[config.mk]
export PLATFORM = sky130hd
export DESIGN_NAME = dmem_port_arbiter
export DESIGN_NICKNAME = d
export VERILOG_FILES = /design/src/rtl/dmem_arb_pkg.sv /design/src/rtl/rr_arb2.sv /design/src/rtl/dmem_port_arbiter.sv
export SDC_FILE = /design/constraint.sdc
export NUM_CORES = 1
export LEC_CHECK = 0
export CAP_MARGIN = 20
export CORE_AREA = 2 2 201 203
export CTS_CLUSTER_DIAMETER = 30
export DETAILED_ROUTE_END_ITERATION = 7
export DIE_AREA = 0 0 203 205
export HOLD_SLACK_MARGIN = 0.05
export SYNTH_ARGS = -nofsm -noshare
export SYNTH_HDL_FRONTEND = slang
export SYNTH_SLANG_ARGS = --single-unit
[constraint.sdc]
create_clock -name clk -period 2.3 [get_ports clk]
set_clock_uncertainty 0.2 [all_clocks]
set_input_delay 0.23 -clock clk [delete_from_list [all_inputs] [get_ports clk]]
set_output_delay 0.23 -clock clk [all_outputs]
set_load 0.01 [all_outputs]
[src/rtl/dmem_arb_pkg.sv]
// dmem_arb_pkg: shared types and constants for the data-memory port arbiter
package dmem_arb_pkg;
  localparam int NUM_PORTS = 2;
  typedef enum logic [1:0] {S_IDLE, S_ACCESS, S_RESP} arb_state_t;
  typedef logic port_id_t;
endpackage

[src/rtl/rr_arb2.sv]
// rr_arb2: two-way round-robin arbiter, the port that did not win last time wins a tie
// valid[1:0] request per port, last_grant previous winner, grant[1:0] one-hot winner or 0
module rr_arb2
  import dmem_arb_pkg::*;
(
  input  logic [NUM_PORTS-1:0] valid,
  input  port_id_t             last_grant,
  output logic [NUM_PORTS-1:0] grant
);
  assign grant[0] = valid[0] & (~valid[1] | last_grant);
  assign grant[1] = valid[1] & (~valid[0] | ~last_grant);
endmodule

[src/rtl/dmem_port_arbiter.sv]
// dmem_port_arbiter: round-robin sharing of a single-port 64-bit data memory between two requesters
// Ports: clk, rst (sync, active-low); req_valid/req_ready/req_we per port, req{0,1}_addr/wdata;
//   rsp_valid per port, rsp_rdata, rsp_err; mem_wrt_en/mem_address/mem_write_data to memory,
//   mem_read_data combinational from memory.
// Build option: DMEM_RANGE_CHECK_EN enables the alignment/range error check.
module dmem_port_arbiter
  import dmem_arb_pkg::*;
#(
  parameter int ADDR_W    = 64,
  parameter int DATA_W    = 64,
  parameter int MEM_BYTES = 64
) (
  input  logic                 clk,
  input  logic                 rst,
  input  logic [NUM_PORTS-1:0] req_valid,
  output logic [NUM_PORTS-1:0] req_ready,
  input  logic [NUM_PORTS-1:0] req_we,
  input  logic [ADDR_W-1:0]    req0_addr,
  input  logic [ADDR_W-1:0]    req1_addr,
  input  logic [DATA_W-1:0]    req0_wdata,
  input  logic [DATA_W-1:0]    req1_wdata,
  output logic [NUM_PORTS-1:0] rsp_valid,
  output logic [DATA_W-1:0]    rsp_rdata,
  output logic                 rsp_err,
  output logic                 mem_wrt_en,
  output logic [ADDR_W-1:0]    mem_address,
  output logic [DATA_W-1:0]    mem_write_data,
  input  logic [DATA_W-1:0]    mem_read_data
);
`ifdef DMEM_RANGE_CHECK_EN
  localparam bit RANGE_CHK = 1'b1;
`else
  localparam bit RANGE_CHK = 1'b0;
`endif
  arb_state_t             state, nxt;
  port_id_t               last_grant, lat_port;
  logic                   lat_we, err;
  logic [ADDR_W-1:0]      lat_addr;
  logic [DATA_W-1:0]      lat_wdata;
  logic [NUM_PORTS-1:0]   grant;
  rr_arb2 u_arb (.valid(req_valid), .last_grant(last_grant), .grant(grant));
  // With the check disabled this folds to 0 and the address passes through unchecked.
  assign err = RANGE_CHK && (|lat_addr[2:0] || lat_addr > ADDR_W'(MEM_BYTES - 8));
  assign mem_address    = lat_addr;
  assign mem_write_data = lat_wdata;
  // Outputs are gated by rst so a reset cycle never writes memory or responds.
  always_comb begin
    nxt        = state == S_IDLE ? (|grant ? S_ACCESS : S_IDLE) : state == S_ACCESS ? S_RESP : S_IDLE;
    req_ready  = (rst && state == S_IDLE) ? grant : '0;
    mem_wrt_en = rst && state == S_ACCESS && lat_we && !err;
    rsp_valid  = (rst && state == S_RESP) ? NUM_PORTS'(1) << lat_port : '0;
  end
  always_ff @(posedge clk) begin
    if (!rst) begin
      state      <= S_IDLE;
      last_grant <= 1'b1;
      lat_port   <= 1'b0;
      lat_we     <= 1'b0;
      lat_addr   <= '0;
      lat_wdata  <= '0;
      rsp_rdata  <= '0;
      rsp_err    <= 1'b0;
    end else begin
      state <= nxt;
      if (state == S_IDLE && |grant) begin
        last_grant <= grant[1];
        lat_port   <= grant[1];
        lat_we     <= grant[1] ? req_we[1] : req_we[0];
        lat_addr   <= grant[1] ? req1_addr : req0_addr;
        lat_wdata  <= grant[1] ? req1_wdata : req0_wdata;
      end
      if (state == S_ACCESS) begin
        rsp_rdata <= (lat_we || err) ? '0 : mem_read_data;
        rsp_err   <= err;
      end
    end
  end
endmodule

==> impl_metrics.env, run 1 <==
export IMPL_hold_violations=0
export IMPL_cp_top_family="buffers and inverters"
export IMPL_ys_ff_latch=197
export IMPL_ctsRootBufferMaster="clkbuf_16"
export IMPL_num_rows=73
export IMPL_fillers=3928
export IMPL_clock_sinks=197
export IMPL_diodes=0
export IMPL_dieWidth_um=203
export IMPL_startpoint_type="register"
export IMPL_grt_pass1_vias=9213
export IMPL_ir_worst_vdd_mv=0.431
export IMPL_worstPathCellList="nor2_4 -> o2111a_1 -> clkdlybuf4s50_1"
export IMPL_layout_min_cycle_time_ns=2.18
export IMPL_p_leak_nw=5.58
export IMPL_crit_fanout=6
export IMPL_numCtsBuffers=17
export IMPL_start_util_pct=21.6
export IMPL_syn_inst=902
export IMPL_fp_dieArea_sq_mm=0.0416
export IMPL_via_per_inst=4.62
export IMPL_core_area_sq_mm=0.0394
export IMPL_track_usage_pct=16.8
export IMPL_grt_max_degree=70
export IMPL_power_density_mw_per_mm2=660
export IMPL_vias=8935
export IMPL_timing_final_max_slew_violations=0
export IMPL_holdBufCountCts=0
export IMPL_cts_tree="built"
export IMPL_grt_overflow_total=0
export IMPL_drcViolationCount=0
export IMPL_dp_hpwl_um=26900
export IMPL_yosysWarningCount=0
export IMPL_netlist_area_sq_mm=0.00852
export IMPL_synth_top_area_share_pct=46.3
export IMPL_regArea_sq_mm=0.00395
export IMPL_crit_required_ns=1.87
export IMPL_maxCapViolCount=0
export IMPL_syn2layout_area_growth_pct=78.6
export IMPL_worstSetupPathType="register to output port"
export IMPL_gp_congestion=0.856
export IMPL_fmax_mhz=459
export IMPL_rsz0062_at_grt="no"
export IMPL_yosysTopAreaCell="dfxtp_1"
export IMPL_die_height_um=205
export IMPL_syn_num_nets=1228
export IMPL_max_stage_delay_ns=0.56
export IMPL_setup_tns_ns=0
export IMPL_worstSkewPairLatency_ns=0.45
export IMPL_wirelength_um=36200
export IMPL_cp_num_buf_inv=1
export IMPL_hp_class="primary input to register"
export IMPL_syn_avg_cell_area_sq_um=9.44
export IMPL_crit_slowest_cell="clkdlybuf4s50_1"
export IMPL_period_share_pct=94.8
export IMPL_yosysMostFrequentCell="nand2_1"
export IMPL_clockBufferDepth=2
export IMPL_avgRoutedWirePerCell_um=18.7
export IMPL_yosys_top_cells_count="nand2_1 (259), dfxtp_1 (197), a21oi_1 (130), a311oi_2 (96), a22o_1 (64)"
export IMPL_path_clk_slew_ns=0.08
export IMPL_synth_edff_count=0
export IMPL_ant_nets=0
export IMPL_async_flop_share_pct=0
export IMPL_drt_iter0_drc=466
export IMPL_synth_cell_types=29
export IMPL_grt_antenna_before_repair=2
export IMPL_layout_drive_gt1_share_pct=13.6
export IMPL_portBuffers=522
export IMPL_status="completed"
export IMPL_first_pass_iters=4
export IMPL_ys_seq_area_share_pct=46.3
export IMPL_nets=1722
export IMPL_io_pins=524
export IMPL_multiInputGateArea_sq_mm=0.00409
export IMPL_setup_viol=0
export IMPL_grt_pass1_wl_um=54200
export IMPL_endpoint_kind="output port"
export IMPL_cp_arrival_ns=1.75
export IMPL_yosys_top_cells_area="dfxtp_1 (46%), a311oi_2 (17%), nand2_1 (11%), a21oi_1 (7.6%), a22o_1 (6.6%)"
export IMPL_htreeDepth=4
export IMPL_power_total_mw=10.0
export IMPL_synthFlopType="dfxtp_1"
layout make-up:
| type | instances | area share [%] |
|---|---|---|
| Timing Repair Buffer | 575 | 38.7 |
| Multi-Input combinational cell | 602 | 26.9 |
| Sequential cell | 197 | 26.0 |
| Tap cell | 525 | 4.32 |
| Clock buffer | 20 | 3.07 |
| Clock inverter | 11 | 0.913 |
| Inverter | 3 | 0.107 |
cells in the final DEF, fill, tap and decap left out, types with 2 or more instances in the layout:
cell type / n
a21oi_1: 130
a22o_1: 64
a311oi_1: 33
a311oi_2: 96
and3_1: 3
buf_12: 21
buf_4: 32
bufinv_16: 2
clkbuf_16: 17
clkbuf_8: 3
clkdlybuf4s50_1: 520
clkinv_4: 3
clkinvlp_4: 2
dfxtp_1: 195
dlymetal6s2s_1: 2
inv_6: 4
nand2_1: 259
nor3_1: 2
power breakdown:
| group | switching (mW) | total (mW) | internal (mW) |
|---|---|---|---|
| logic | 1.28 | 2.92 | 1.64 |
| clock network | 1.45 | 3.16 | 1.71 |
| registers | 0.204 | 3.96 | 3.75 |
| total | 2.94 | 10.0 | 7.10 |
flip-flops by register name (all words and copies together) (netlist names):
register	flops
mem_write_data	64
state	2
lat_we	1
last_grant	1
mem_address	64
lat_port	1
rsp_rdata	64
layer usage:
| metal | global-route usage [%] | vias to the layer above | share of wire (%) |
|---|---|---|---|
| li1 | - | 4301 | - |
| met3 | 6.78 | 47 | 9.7 |
| met2 | 28.2 | 398 | 47 |
| met1 | 19.7 | 4187 | 41 |
| met5 | 0 | - | 0.036 |
| met4 | 5.19 | 2 | 2.1 |
what timing repair did:
action	in CTS	in global routing
endpoints found under the hold margin	0	0
pin swaps	1	0
resized for setup	2	3
buffers inserted	2	0
cloned	0	0
setup endpoints to repair	4	3
worst reg2reg max path, cell delays in order, from the launching register on:
cell and delay, ns:
dfxtp_4 0.38, nor2_4 0.15, buf_4 0.20, buf_12 0.29
a21oi_1 0.20, a311oi_2 0.25
kinds of logic (layout without fill, tap and decap cells):
family / count (synthesis) / count (layout) / share of synthesized area [%]
other cells: 1 / 1 / 0.0440
buf+inv: 103 / 609 / 6.05
flops: 197 / 197 / 46.3
compound gates: 330 / 330 / 35.2
simple gates: 271 / 271 / 12.4
stage by stage:
| step | instance area (sq um) | worst slack, ns | cells | util, % | hold slack, ns |
|---|---|---|---|---|---|
| final | 15200 | 0.121 | 1933 | 38.6 | 0.145 |
| after global routing | 15200 | 0.0176 | 1933 | 38.6 | 0.126 |
| after CTS | 15200 | 0.0379 | 1933 | 38.6 | 0.105 |
| after detailed placement | 14600 | 0.0680 | 1900 | 37.0 | 0.263 |
| after global placement | 14600 | 0.0899 | 1900 | 37.0 | 0.262 |
| after floorplan | 8520 | 0.689 | 902 | - | 0.110 |
final timing paths:
path	start	endpoint	cells after the start	slack, ns
worst max register to register	state[0]	mem_write_data[50]	5	0.54
worst min register to register	rsp_rdata[24]	rsp_rdata[24]	1	0.28
worst max-delay path	state[0]	req_ready[0]	3	0.12
worst min-delay path	req0_wdata[5]	mem_write_data[5]	3	0.14
Power figures use the tool's default switching activity.
==> inputs of run 2 (changes only) <==
--- a/config.mk
+++ b/config.mk
@@ -10,6 +10,7 @@
 export CTS_CLUSTER_DIAMETER = 30
 export DETAILED_ROUTE_END_ITERATION = 7
 export DIE_AREA = 0 0 203 205
+export GPL_TIMING_DRIVEN = 0
 export HOLD_SLACK_MARGIN = 0.05
 export SYNTH_ARGS = -nofsm -noshare
 export SYNTH_HDL_FRONTEND = slang
==> run 2 against run 1 <==
Via count is 3.8% higher. Die area is the same. Clock-buffer cell count down 1. Power up 1.1%. Sequential power is essentially flat. Wire length grew 14%.
==> impl_metrics.env, run 2 (synthesis gave the netlist of run 1 again) <==
export IMPL_start_util_pct=21.6
export IMPL_layout_drive_gt1_share_pct=12.5
export IMPL_grt_use_met2_pct=34.1
export IMPL_timing_final_max_slew_violations=0
export IMPL_htreeDepth=4
export IMPL_met3_usage_pct=6.71
export IMPL_die_height_um=205
export IMPL_ctsRootBufferMaster="clkbuf_16"
export IMPL_track_usage_pct=19.1
export IMPL_timing_rr_start="state[0]"
export IMPL_clockBufferDepth=2
export IMPL_grt_max_degree=20
export IMPL_grt_overflow_total=0
export IMPL_dp_cells=1949
export IMPL_dp_hpwl_um=31800
export IMPL_nets=1770
export IMPL_gp_congestion=0.908
export IMPL_fin_cells=1981
export IMPL_wirelength_um=41300
export IMPL_period_share_pct=96.9
export IMPL_grt_use_met1_pct=21.5
export IMPL_endpoint_kind="output port"
export IMPL_avgRoutedWirePerCell_um=20.9
export IMPL_via_per_inst=4.68
export IMPL_crit_start="state[0]"
export IMPL_worstSetupPathType="register to output port"
export IMPL_crit_fanout=19
export IMPL_min_from="req1_wdata[0]"
export IMPL_ant_nets=0
export IMPL_fin_hold_ws_ns=0.149
export IMPL_drcViolationCount=0
export IMPL_final_cell_area_sq_mm=0.0151
export IMPL_crit_required_ns=1.87
export IMPL_cts_tree="built"
export IMPL_syn2layout_area_growth_pct=76.9
export IMPL_layout_min_cycle_time_ns=2.23
export IMPL_max_slew_margin_pct=36.4
export IMPL_rsz0062_at_grt="no"
export IMPL_cp_arrival_ns=1.80
export IMPL_first_pass_iters=5
export IMPL_ir_worst_vdd_mv=0.365
export IMPL_startpoint_type="register"
export IMPL_r2r_setup_slack_ns=0.19
export IMPL_fp_dieArea_sq_mm=0.0416
export IMPL_portBuffers=522
export IMPL_status="completed"
export IMPL_layout_common_cells="clkdlybuf4s50_1 (519), nand2_1 (259), dfxtp_1 (195)"
export IMPL_grt_pass1_wl_um=59400
export IMPL_power_density_mw_per_mm2=674
export IMPL_fmax_mhz=449
export IMPL_worst_slew_pin_slew_ns=0.953
export IMPL_power_total_mw=10.1
export IMPL_setup_viol=0
export IMPL_busiest_layer="met2"
export IMPL_final_common_cell="clkdlybuf4s50_1"
export IMPL_vias=9273
export IMPL_num_rows=73
export IMPL_hp_class="primary input to register"
export IMPL_dpl_cell_area_sq_mm=0.0144
export IMPL_p_leak_nw=5.51
export IMPL_diodes=0
export IMPL_path_clk_slew_ns=0.08
export IMPL_worstSkewPairLatency_ns=0.45
export IMPL_maxCapViolCount=0
export IMPL_io_pins=524
export IMPL_drt_iter0_drc=558
export IMPL_core_area_sq_mm=0.0394
export IMPL_hold_violations=0
export IMPL_numCtsBuffers=17
export IMPL_grt_antenna_before_repair=3
export IMPL_dieWidth_um=203
export IMPL_grt_pass1_vias=9453
export IMPL_clock_sinks=197
## run 2: path summary, 6_finish.rpt
kind                  endpoint  cells after the start
min          mem_write_data[0]                      3
min reg2reg       rsp_rdata[2]                      1
max               req_ready[0]                      5
max reg2reg     mem_address[8]                      6
## run 2: layer usage
metal  part of all wire [%]  wire length (um)  vias up
met5                  0.053                22        -
li1                       -                 -     4390
met3                    8.5              3530       41
met4                    1.9               767        4
met1                     40             16500     4442
met2                     50             20500      396
## run 2: critical path, stage by stage (launching register included)
cell,delay (ns)
dfxtp_1,0.30
buf_2,0.16
nor2_4,0.20
buf_12,0.19
o2111a_1,0.20
clkdlybuf4s15_1,0.29
## run 2: power breakdown
group | total [mW] | leakage, nW | switching, mW | internal (mW)
combinational | 2.92 | 3.58 | 1.36 | 1.56
clock | 3.27 | 0.302 | 1.45 | 1.82
sequential | 3.96 | 1.63 | 0.206 | 3.76
## run 2: final cells by class
class	count	area, sq um
Multi-Input combinational cell	602	4070
Tap cell	525	657
Sequential cell	197	3950
Fill cell	3947	24300
Clock inverter	12	175
Clock buffer	19	433
Buffer	99	537
Timing Repair Buffer	524	5240
Inverter	3	11.3
## run 2: metrics by stage
step	TNS, ns	util (%)	setup slack (ns)
after floorplan	0	-	0.689
after global placement	-69.94	36.6	-0.997
after detailed placement	-71.29	36.6	-1.01
after CTS	0	38.2	0.00715
after global routing	0	38.3	0.00356
final	0	38.3	0.0710
## run 2: timing repair
item	CTS	global route
endpoints found under the hold margin	0	0
pin swaps	2	1
setup buffers	2	0
endpoints found under the setup margin	111	8
gates resized for setup	16	9
hold buffers	0	0
